`src/rtl/decade_timer_arbiter.sv`:
```
// Round-robin sequencer that shares one decade down-counter between two requesters.
// It grants timed windows of 1-10 counts and pulses done to the owner when a window completes.
module decade_timer_arbiter #(
  parameter int unsigned PRESCALE = 1
) (
  input  logic       clk,
  input  logic       clear,
  input  logic [1:0] req,
  input  logic [3:0] len0,
  input  logic [3:0] len1,
  output logic [1:0] grant,
  output logic       busy,
  output logic [3:0] q,
  output logic [1:0] done
);

  typedef enum logic [1:0] {S_IDLE, S_COUNT, S_DONE} state_t;

  localparam logic [7:0] LP_PRE_MAX = 8'(PRESCALE - 1);

  state_t     r_state;
  logic       r_last;
  logic [7:0] r_pre;
  logic [1:0] r_grant;
  logic       r_busy;
  logic [3:0] r_q;
  logic [1:0] r_done;

  logic       w_winner;
  logic [3:0] w_len;
  logic [3:0] w_load;
  logic       w_wrap;
  logic       w_owner_req;

  // On contention the requester not granted last wins; otherwise the lone requester wins.
  assign w_winner    = (req == 2'b11) ? ~r_last : req[1];
  assign w_len       = w_winner ? len1 : len0;
  assign w_load      = ((w_len == 4'd0) || (w_len > 4'd9)) ? 4'd9 : (w_len - 4'd1);
  assign w_wrap      = (r_pre == LP_PRE_MAX);
  assign w_owner_req = req[r_last];

  always_ff @(posedge clk) begin
    if (!clear) begin
      r_state <= S_IDLE;
      r_last  <= 1'b1;
      r_pre   <= '0;
      r_grant <= '0;
      r_busy  <= 1'b0;
      r_q     <= '0;
      r_done  <= '0;
    end else begin
      r_done <= '0;
      case (r_state)
        S_IDLE: begin
          if (|req) begin
            r_state <= S_COUNT;
            r_q     <= w_load;
            r_pre   <= '0;
            r_grant <= w_winner ? 2'b10 : 2'b01;
            r_last  <= w_winner;
            r_busy  <= 1'b1;
          end
        end
        S_COUNT: begin
          // Abort outranks completion; last keeps the aborted owner so the other side goes next.
          if (!w_owner_req) begin
            r_state <= S_IDLE;
            r_grant <= '0;
            r_busy  <= 1'b0;
            r_pre   <= '0;
          end else if (w_wrap) begin
            r_pre <= '0;
            if (r_q != 4'd0) begin
              r_q <= r_q - 4'd1;
            end else begin
              r_state        <= S_DONE;
              r_grant        <= '0;
              r_done[r_last] <= 1'b1;
            end
          end else begin
            r_pre <= r_pre + 8'd1;
          end
        end
        S_DONE: begin
          r_state <= S_IDLE;
          r_busy  <= 1'b0;
        end
        default: begin
          r_state <= S_IDLE;
          r_grant <= '0;
          r_busy  <= 1'b0;
        end
      endcase
    end
  end

  assign grant = r_grant;
  assign busy  = r_busy;
  assign q     = r_q;
  assign done  = r_done;

endmodule

```
`config.mk`:
```
export PLATFORM = sky130hd
export DESIGN_NAME = decade_timer_arbiter
export DESIGN_NICKNAME = d
export VERILOG_FILES = /design/src/rtl/decade_timer_arbiter.sv
export SDC_FILE = /design/constraint.sdc
export NUM_CORES = 1
export LEC_CHECK = 0
export ABC_AREA = 1
export CORE_MARGIN = 3
export CORE_UTILIZATION = 35
export DETAILED_ROUTE_END_ITERATION = 8
export PLACE_DENSITY = 0.56
export SLEW_MARGIN = 20
export SYNTH_ARGS = -nofsm -noshare
export SYNTH_HDL_FRONTEND = slang
export SYNTH_SLANG_ARGS = --single-unit
```
`constraint.sdc`:
```
create_clock -name clk -period 3.3 [get_ports clk]
set_clock_uncertainty 0.15 [all_clocks]
set_input_delay 0.66 -clock clk [delete_from_list [all_inputs] [get_ports clk]]
set_output_delay 0.66 -clock clk [all_outputs]
set_load 0.005 [all_outputs]
```
**Word level (Yosys, flattened, before mapping)**

Index checks and enable logic that the tools add are counted.

- Register bits: 20
- Bits of input ports: 12
- Output and inout port bits: 9
- Logic and storage cells: 74

- Add/sub/neg operators: 3
- $lt $le $gt $ge: 3
- Eq/ne operators: 10
- Mux-type cells: 30
- Bitwise logic cells: 6
- Reductions and logical operators: 15

Operators by type and width:

| operator | count |
|---|---|
| $mux 4 | 6 |
| $mux 8 | 3 |
| $mux 2 | 9 |
| $pmux 8 s2 | 1 |
| $ne 2x2->1 const B | 5 |
| $add 8x1->8 const B | 1 |
| $logic_not 8->1 | 1 |
| $pmux 4 s2 | 1 |
| $sub 4x1->4 const B | 2 |
| $mux 1 | 6 |
| $ne 3x3->1 const B | 2 |
| $not 1->1 | 6 |
| $pmux 2 s3 | 1 |
| $reduce_and 2->1 | 3 |
| $reduce_and 5->1 | 1 |
| $reduce_or 5->1 | 1 |
| $eq 2x2->1 const B | 2 |
| $gt 4x4->1 const B | 1 |
| $logic_not 4->1 | 1 |
| $pmux 2 s2 | 1 |
| $reduce_and 4->1 | 1 |
| $reduce_bool 4->1 | 1 |
| $reduce_and 3->1 | 1 |
| $eq 2x1->1 const B | 1 |
| other kinds (9) | 9 |

**Logic depth before layout (Yosys ltp)**

Gate-level depths: netlist (run 1).

- Depth in word-level cells: 8
- Gate-level depth with buffers: 13
- Depth with buffers taken out: 13

**Worst setup path before layout (run 1)**

Ideal clock, no wire load.

- Path kind: input -> register
- From: input req[1]
- To: register r_q[0], in the netlist q[0]
- Setup time: 0.070 ns
- Arrival: 1.642 ns
- Data required time: 3.080 ns
- Setup slack: 1.438 ns
- Stages: 13
- Path buffers: 1
- Path through: buf_6 > nand2_2 > nand2_1 > nand2_2 > inv_1 > ha_1 > inv_1 > nand2_1 > nand2_1 > nand2_1 > nand2_1 > nand2_1 > a21oi_1

- Cells in the longest elaborated chain, start to end: 8
- Elaborated cells on any way between the ends: 16
- Those cells by class: add/sub: 1; order compare: 1; eq/ne: 3; mux: 7; reduce/logical: 4

RTL lines:

| item | RTL line | source |
|---|---|---|
| from (decl) | 8 | `input logic [1:0] req,` |
| $eq 2x2->1 | 36 | `assign w_winner = (req == 2'b11) ? ~r_last : req[1];` |
| $mux 1 | 36 |  |
| $mux 4 | 37 | `assign w_len = w_winner ? len1 : len0;` |
| $gt 4x4->1 or $logic_not 4->1 (tied branches) | 38 | `assign w_load = ((w_len == 4'd0) \|\| (w_len > 4'd9)) ? 4'd9 : (w_len - 4'd1);` |
| $logic_or 1x1->1 | 38 |  |
| $mux 4 | 38 |  |
| $mux 4 | 55 | `if (\|req) begin` |
| $pmux 4 s2 | 53 | `case (r_state)` |
| to (signal assigned) | 57 | `r_q <= w_load;` |
| to (signal assigned) | 74 | `r_q <= r_q - 4'd1;` |
| to (decl) | 26 | `logic [3:0] r_q;` |

Several ways; a longest one is shown, not always the timed one. The select of a mux whose other input is x is not followed.
A chain may end at the register's enable or synchronous reset.

**Worst setup path after layout (run 1)**

- From: input req[0]
- To: register r_q[0], in the netlist q[0]

Same word-level chain as after synthesis.

==> run metrics, run 1 <==
EDFF count, synth 0; worst slew pin tran between 0.3 and 0.4 ns; simple-gate area share of the yosys netlist 0.355; Final WS setup 1.04 ns; library cells used by synthesis 33; dpl cells between 200 and 250; CP required 3.38 ns; layout cells sized above 1 0.109; Synth Cell Area 1210 um^2; Post-Synthesis Cells 179; Worst Path Arrival 2.34 ns; filler instances about 340; ys async rst share 0; Via density 4.56; Synth Warn # 0; CTS H-tree lvls 1; Non-Filler Instances 246; synthesized flop and latch total 20; clk_lat worst skew 0.29 ns; max cap viols 0; post-synthesis net count 195; hpwl dp 1990 um; PwrDens between 400 and 500 nW/um^2; Num Clock Sinks 20; Seq/Total Area, Yosys 0.331; RePlAce Congestion 0.797; most frequent cells in the layout nand2_1, inv_1, nor2_1; setup TNS 0 ns; vias in the first global route roughly 1100; multiplexer area fraction after synthesis 0; CTS max path bufs 2; Iter 0 DRT Violations 35; Root Driver clkbuf_4; IO buf count 20; Adder-Cell Fraction of Synth Area 0.0414; Routed WL per cell 9.82 um; Area Growth Syn to Fin 23.2%; Starting Density 0.380; Crit Path Max Fanout 7; Main synth FF type dfxtp_1; status completed; Rel. slew slack 0.756; Tot Pwr 0.643 mW; Synth Area in Compound Gates 0.145; initial antenna violation count 0; syn_area_per_cell between 6 and 7 um^2; Final period util 0.685; router iterations before antenna repair 4; post-route ant nets 0; DIE HEIGHT 64.8 um; remaining global-route overflow 0; largest net degree at the start of global routing 12; row count 20; antenna cells 0; post-CTS setup buffers 0; CTS tree built; Clock Pin Slew Worst Setup and Hold Paths 0.10 ns; final setup vio count 0; largest family of logic cells by synthesized area simple AND/OR/NAND/NOR gates; post-CTS sizing 0; CP Class in -> reg; DRC viols 0; total track usage 0.131; WL final 2420 um; die width approximately 65 um; highest clock rate 443 MHz; post-route design area between 1000 and 1500 um^2; Final Max Slew Viols 0; Hold Vio Cnt, Final 0; cts hold-fix bufs 0; Placed Area 1450 um^2; VDD IR max 0.000298 V; I/O pin cnt 21; CTS Buf Count 3; crit start category input pin; Hold Path Class reg -> reg; RSZ-0062 raised after global routing no; pre-CTS setup slack around 0.73 ns; Final #Nets 219; Core Area approximately 3200 um^2; Final Critical Period 2.26 ns; Worst setup EP type flip-flop; Post-Synth XOR/XNOR Area 0.0145; leakage power about 0.7 nW; global-route wire length before repair 4420 um; commonest non-fill, non-tap cell in the layout nand2_1; DR vias about 1100; DIE AREA 4190 um^2
-- power by group --
| group | leakage, nW | internal, mW | switching [mW] |
|---|---|---|---|
| clock | 0.0210 | 0.0673 | 0.0688 |
| combinational | 0.507 | 0.0980 | 0.130 |
| sequential | 0.164 | 0.263 | 0.0158 |
| total | 0.692 | 0.429 | 0.214 |
-- final timing paths --
| kind | startpoint | end | slack [ns] | depth (start not counted) |
|---|---|---|---|---|
| worst max-delay path | req[0] | q[0] | 1.04 | 14 |
| worst min-delay path | grant[0] | grant[0] | 0.31 | 2 |
| worst max register to register | r_last | q[0] | 1.53 | 13 |
| worst min register to register | grant[0] | grant[0] | 0.31 | 2 |
-- stage by stage --
step                hold WS [ns]  utilization
finish                     0.314        0.469
global route               0.346        0.469
CTS                        0.319        0.469
detailed placement         0.302        0.457
global placement           0.301        0.457
floorplan                  0.286            -
-- cell usage after synthesis (2+ instances only) --
master / count / area [um^2]
nand4_1: 2 / 12.5
xor2_1: 2 / 17.5
nand3_1: 11 / 55.1
inv_2: 3 / 11.3
o21ai_1: 2 / 10.0
o21ai_0: 5 / 25.0
nor2_1: 22 / 82.6
ha_1: 4 / 50.1
a21oi_1: 11 / 55.1
dfxtp_1: 20 / 400
nand2_2: 4 / 25.0
nand2_1: 40 / 150
inv_1: 28 / 105
nor3_1: 5 / 25.0
nand2_4: 2 / 22.5
-- registers in the layout, indices dropped and copies added, names as in the netlist --
register,cells
r_pre,8
busy,1
r_last,1
q,4
done,2
r_state,2
grant,2
-- layer usage --
metal	wire, um	track usage	part of all wire	vias up
met5	0	0	0	-
met4	27	0.0396	0.011	0
met3	77	0.0416	0.032	4
met2	1000	0.204	0.42	17
met1	1310	0.173	0.54	487
li1	-	-	-	614
-- area by class of cell --
cell class                      instances  area [um^2]  area share
Multi-Input combinational cell        126          672       0.451
Sequential cell                        20          400       0.269
Tap cell                               44         55.1      0.0370
Timing Repair Buffer                   20          200       0.134
Inverter                               32          125      0.0840
Clock buffer                            4         36.3      0.0244
-- worst max-delay path, stage by stage --
cell	delay (ns)
clkdlybuf4s50_1	0.52
nand2_2	0.11
nand2_2	0.15
nand2_1	0.08
nand2_2	0.11
inv_1	0.07
ha_1	0.19
inv_1	0.05
nand2_1	0.04
nand2_1	0.05
nand2_1	0.07
nand2_1	0.07
nand2_1	0.05
a21oi_1	0.12
-- cells by family after synthesis --
logic type | count (synthesis)
AO/OA/AOI/OAI | 27
XOR/XNOR | 2
adder cells (fa/ha/maj) | 4
buffers and inverters | 33
flip-flops | 20
AND/OR/NAND/NOR | 93
Power figures use the tool's default switching activity.
==> inputs of run 2 (changes only) <==
clock period = 2.1 ns   (was 3.3 ns; I/O delays follow)
==> run metrics, run 2 (synthesis gave the netlist of run 1 again) <==
status completed (unchanged); most frequent cells in the layout nand2_1, inv_1, nor2_1 (unchanged); Multi-input gate area 676 um^2 (was 672 um^2); remaining global-route overflow 0 (unchanged); R2R setup slack 0.38 ns (was 1.53 ns); largest net degree at the start of global routing 13 (was 12); commonest non-fill, non-tap cell in the layout nand2_1 (unchanged); Root Driver clkbuf_4 (unchanged); CP dominant cell by count nand2_1 (unchanged); worst-path cell chain clkdlybuf4s50_1, nand2_2, buf_4, o21ai_1, nor2_1, nand2_1, nand2_1, nand2_1, nand2_1, a21oi_2 (was clkdlybuf4s50_1, nand2_2, nand2_2, nand2_1, nand2_2, inv_1, ha_1, inv_1, nand2_1, nand2_1, nand2_1, nand2_1, nand2_1, a21oi_1); CP Capture Point q[0] (unchanged); RePlAce Congestion 0.809 (was 0.797); leakage power 0.751 nW (was 0.692 nW); antenna cells 0 (unchanged); layout cells sized above 1 0.160 (was 0.109); row count 20 (unchanged); max cap viols 0 (unchanged); Area Growth Syn to Fin 31.7% (was 23.2%); Iter 0 DRT Violations 53 (was 35); CTS Buf Count 3 (unchanged); VDD IR max 0.000333 V (was 0.000298 V); initial antenna violation count 0 (unchanged); post-route design area 1590 um^2 (was 1490 um^2); worst r2r src r_pre[0] (was r_last); hold_ws 0.326 ns (was 0.314 ns); DR vias 1207 (was 1122); Core Area 3180 um^2 (unchanged); worst stage delay on the critical path 0.62 ns (was 0.52 ns); Num Clock Sinks 20 (unchanged); Clock Pin Slew Worst Setup and Hold Paths 0.13 ns (was 0.10 ns); CTS tree built (unchanged); post-CTS setup buffers 0 (unchanged); Via density 4.70 (was 4.56); Hold Vio Cnt, Final 0 (unchanged); hpwl dp 2190 um (was 1990 um); Worst Setup SP req[1] (was req[0]); Worst setup EP type flip-flop (unchanged); highest clock rate slightly above 500 MHz; WL final 2710 um (was 2420 um); CP required 2.21 ns (was 3.38 ns); Final Max Slew Viols 0 (unchanged); CP Class in -> reg (unchanged); PwrDens 735 nW/um^2 (was 432 nW/um^2); Hold Path Stages 2 (unchanged); largest register by flop count r_pre (unchanged); Largest register FFs 8 (unchanged); vias in the first global route 1169 (was 1067); DIE HEIGHT 64.8 um (unchanged); I/O pin cnt 21 (unchanged); crit start category input pin (unchanged); Final WS setup 0.147 ns (was 1.04 ns); Final #Nets 230 (was 219); setup TNS 0 ns (unchanged); Routed WL per cell 10.5 um (was 9.82 um); Crit Path Max Fanout 8 (was 7); router iterations before antenna repair 4 (unchanged); Tot Pwr 1.17 mW (was 0.643 mW); worst slew pin tran 0.356 ns (was 0.364 ns); Rel. slew slack 0.762 (was 0.756); Critical R2R Capture r_pre[7] (was q[0]); CTS max path bufs 2 (unchanged); RSZ-0062 raised after global routing no (unchanged); clk_lat worst skew 0.31 ns (was 0.29 ns); post-route ant nets 0 (unchanged); r2r worst-path depth 8 (was 13); global-route wire length before repair 4850 um (was 4420 um); Hold Path Class reg -> reg (unchanged); IO buf count 20 (unchanged); filler instances 307 (was 342); die width 64.8 um (unchanged); pre-CTS setup slack -0.156 ns (was 0.728 ns); Final period util 0.930; Final Critical Period 1.95 ns; Starting Density 0.380 (unchanged); register area 400 um^2 (unchanged); Worst Path Arrival 2.06 ns (was 2.34 ns); DRC viols 0 (unchanged); CTS H-tree lvls 1 (unchanged); highest-delay cell along the critical path clkdlybuf4s50_1 (unchanged); total track usage 0.145 (was 0.131); final setup vio count 0 (unchanged); DIE AREA 4190 um^2 (unchanged); Placed Area 1540 um^2 (was 1450 um^2)
run 2: area by class of cell:
type / instances / area share
multi-input cells: 126 / 0.425
flip-flops and latches: 20 / 0.252
repair buffers: 31 / 0.178
inverters: 32 / 0.0786
well taps: 44 / 0.0346
clock inverters: 1 / 0.0189
clock buffers: 3 / 0.0142
run 2: stage by stage:
stage | cells | utilization
6_report | 257 | 0.501
5_1_grt | 257 | 0.501
4_1_cts | 257 | 0.500
3_5_place_dp | 253 | 0.483
3_3_place_gp | 253 | 0.483
2_1_floorplan | 179 | -
run 2: repair_timing:
item,4_1_cts,5_1_grt
hold buffers,0,0
gates resized for setup,0,1
endpoints found under the setup margin,0,1
run 2: where the power goes:
group,internal (mW),leakage (nW),switching [mW]
sequential,0.414,0.164,0.0248
clock,0.193,0.0279,0.134
combinational,0.185,0.559,0.219
total,0.792,0.751,0.378
run 2: worst min-delay path by stage:
stage	slack (ns)	from	to
after global placement	0.30	grant[1]	grant[1]
after global routing	0.35	grant[0]	grant[0]
final	0.33	grant[1]	grant[1]
after detailed placement	0.31	r_pre[7]	r_pre[7]
after CTS	0.33	grant[1]	grant[1]
after floorplan	0.29	r_pre[7]	r_pre[7]
run 2: per-layer routing:
metal	vias to the layer above	global-route usage	share of wire
met3	6	0.0243	0.030
met1	543	0.185	0.48
li1	637	-	-
met2	21	0.248	0.48
met5	-	0	0
met4	0	0.0475	0.011
run 2: worst max-delay path, delay by kind of cell:
kind	cells	cell delay, ns
buffers and inverters	2	0.78
AOI/OAI and AO/OA	2	0.38
and+or+nand+nor	6	0.49
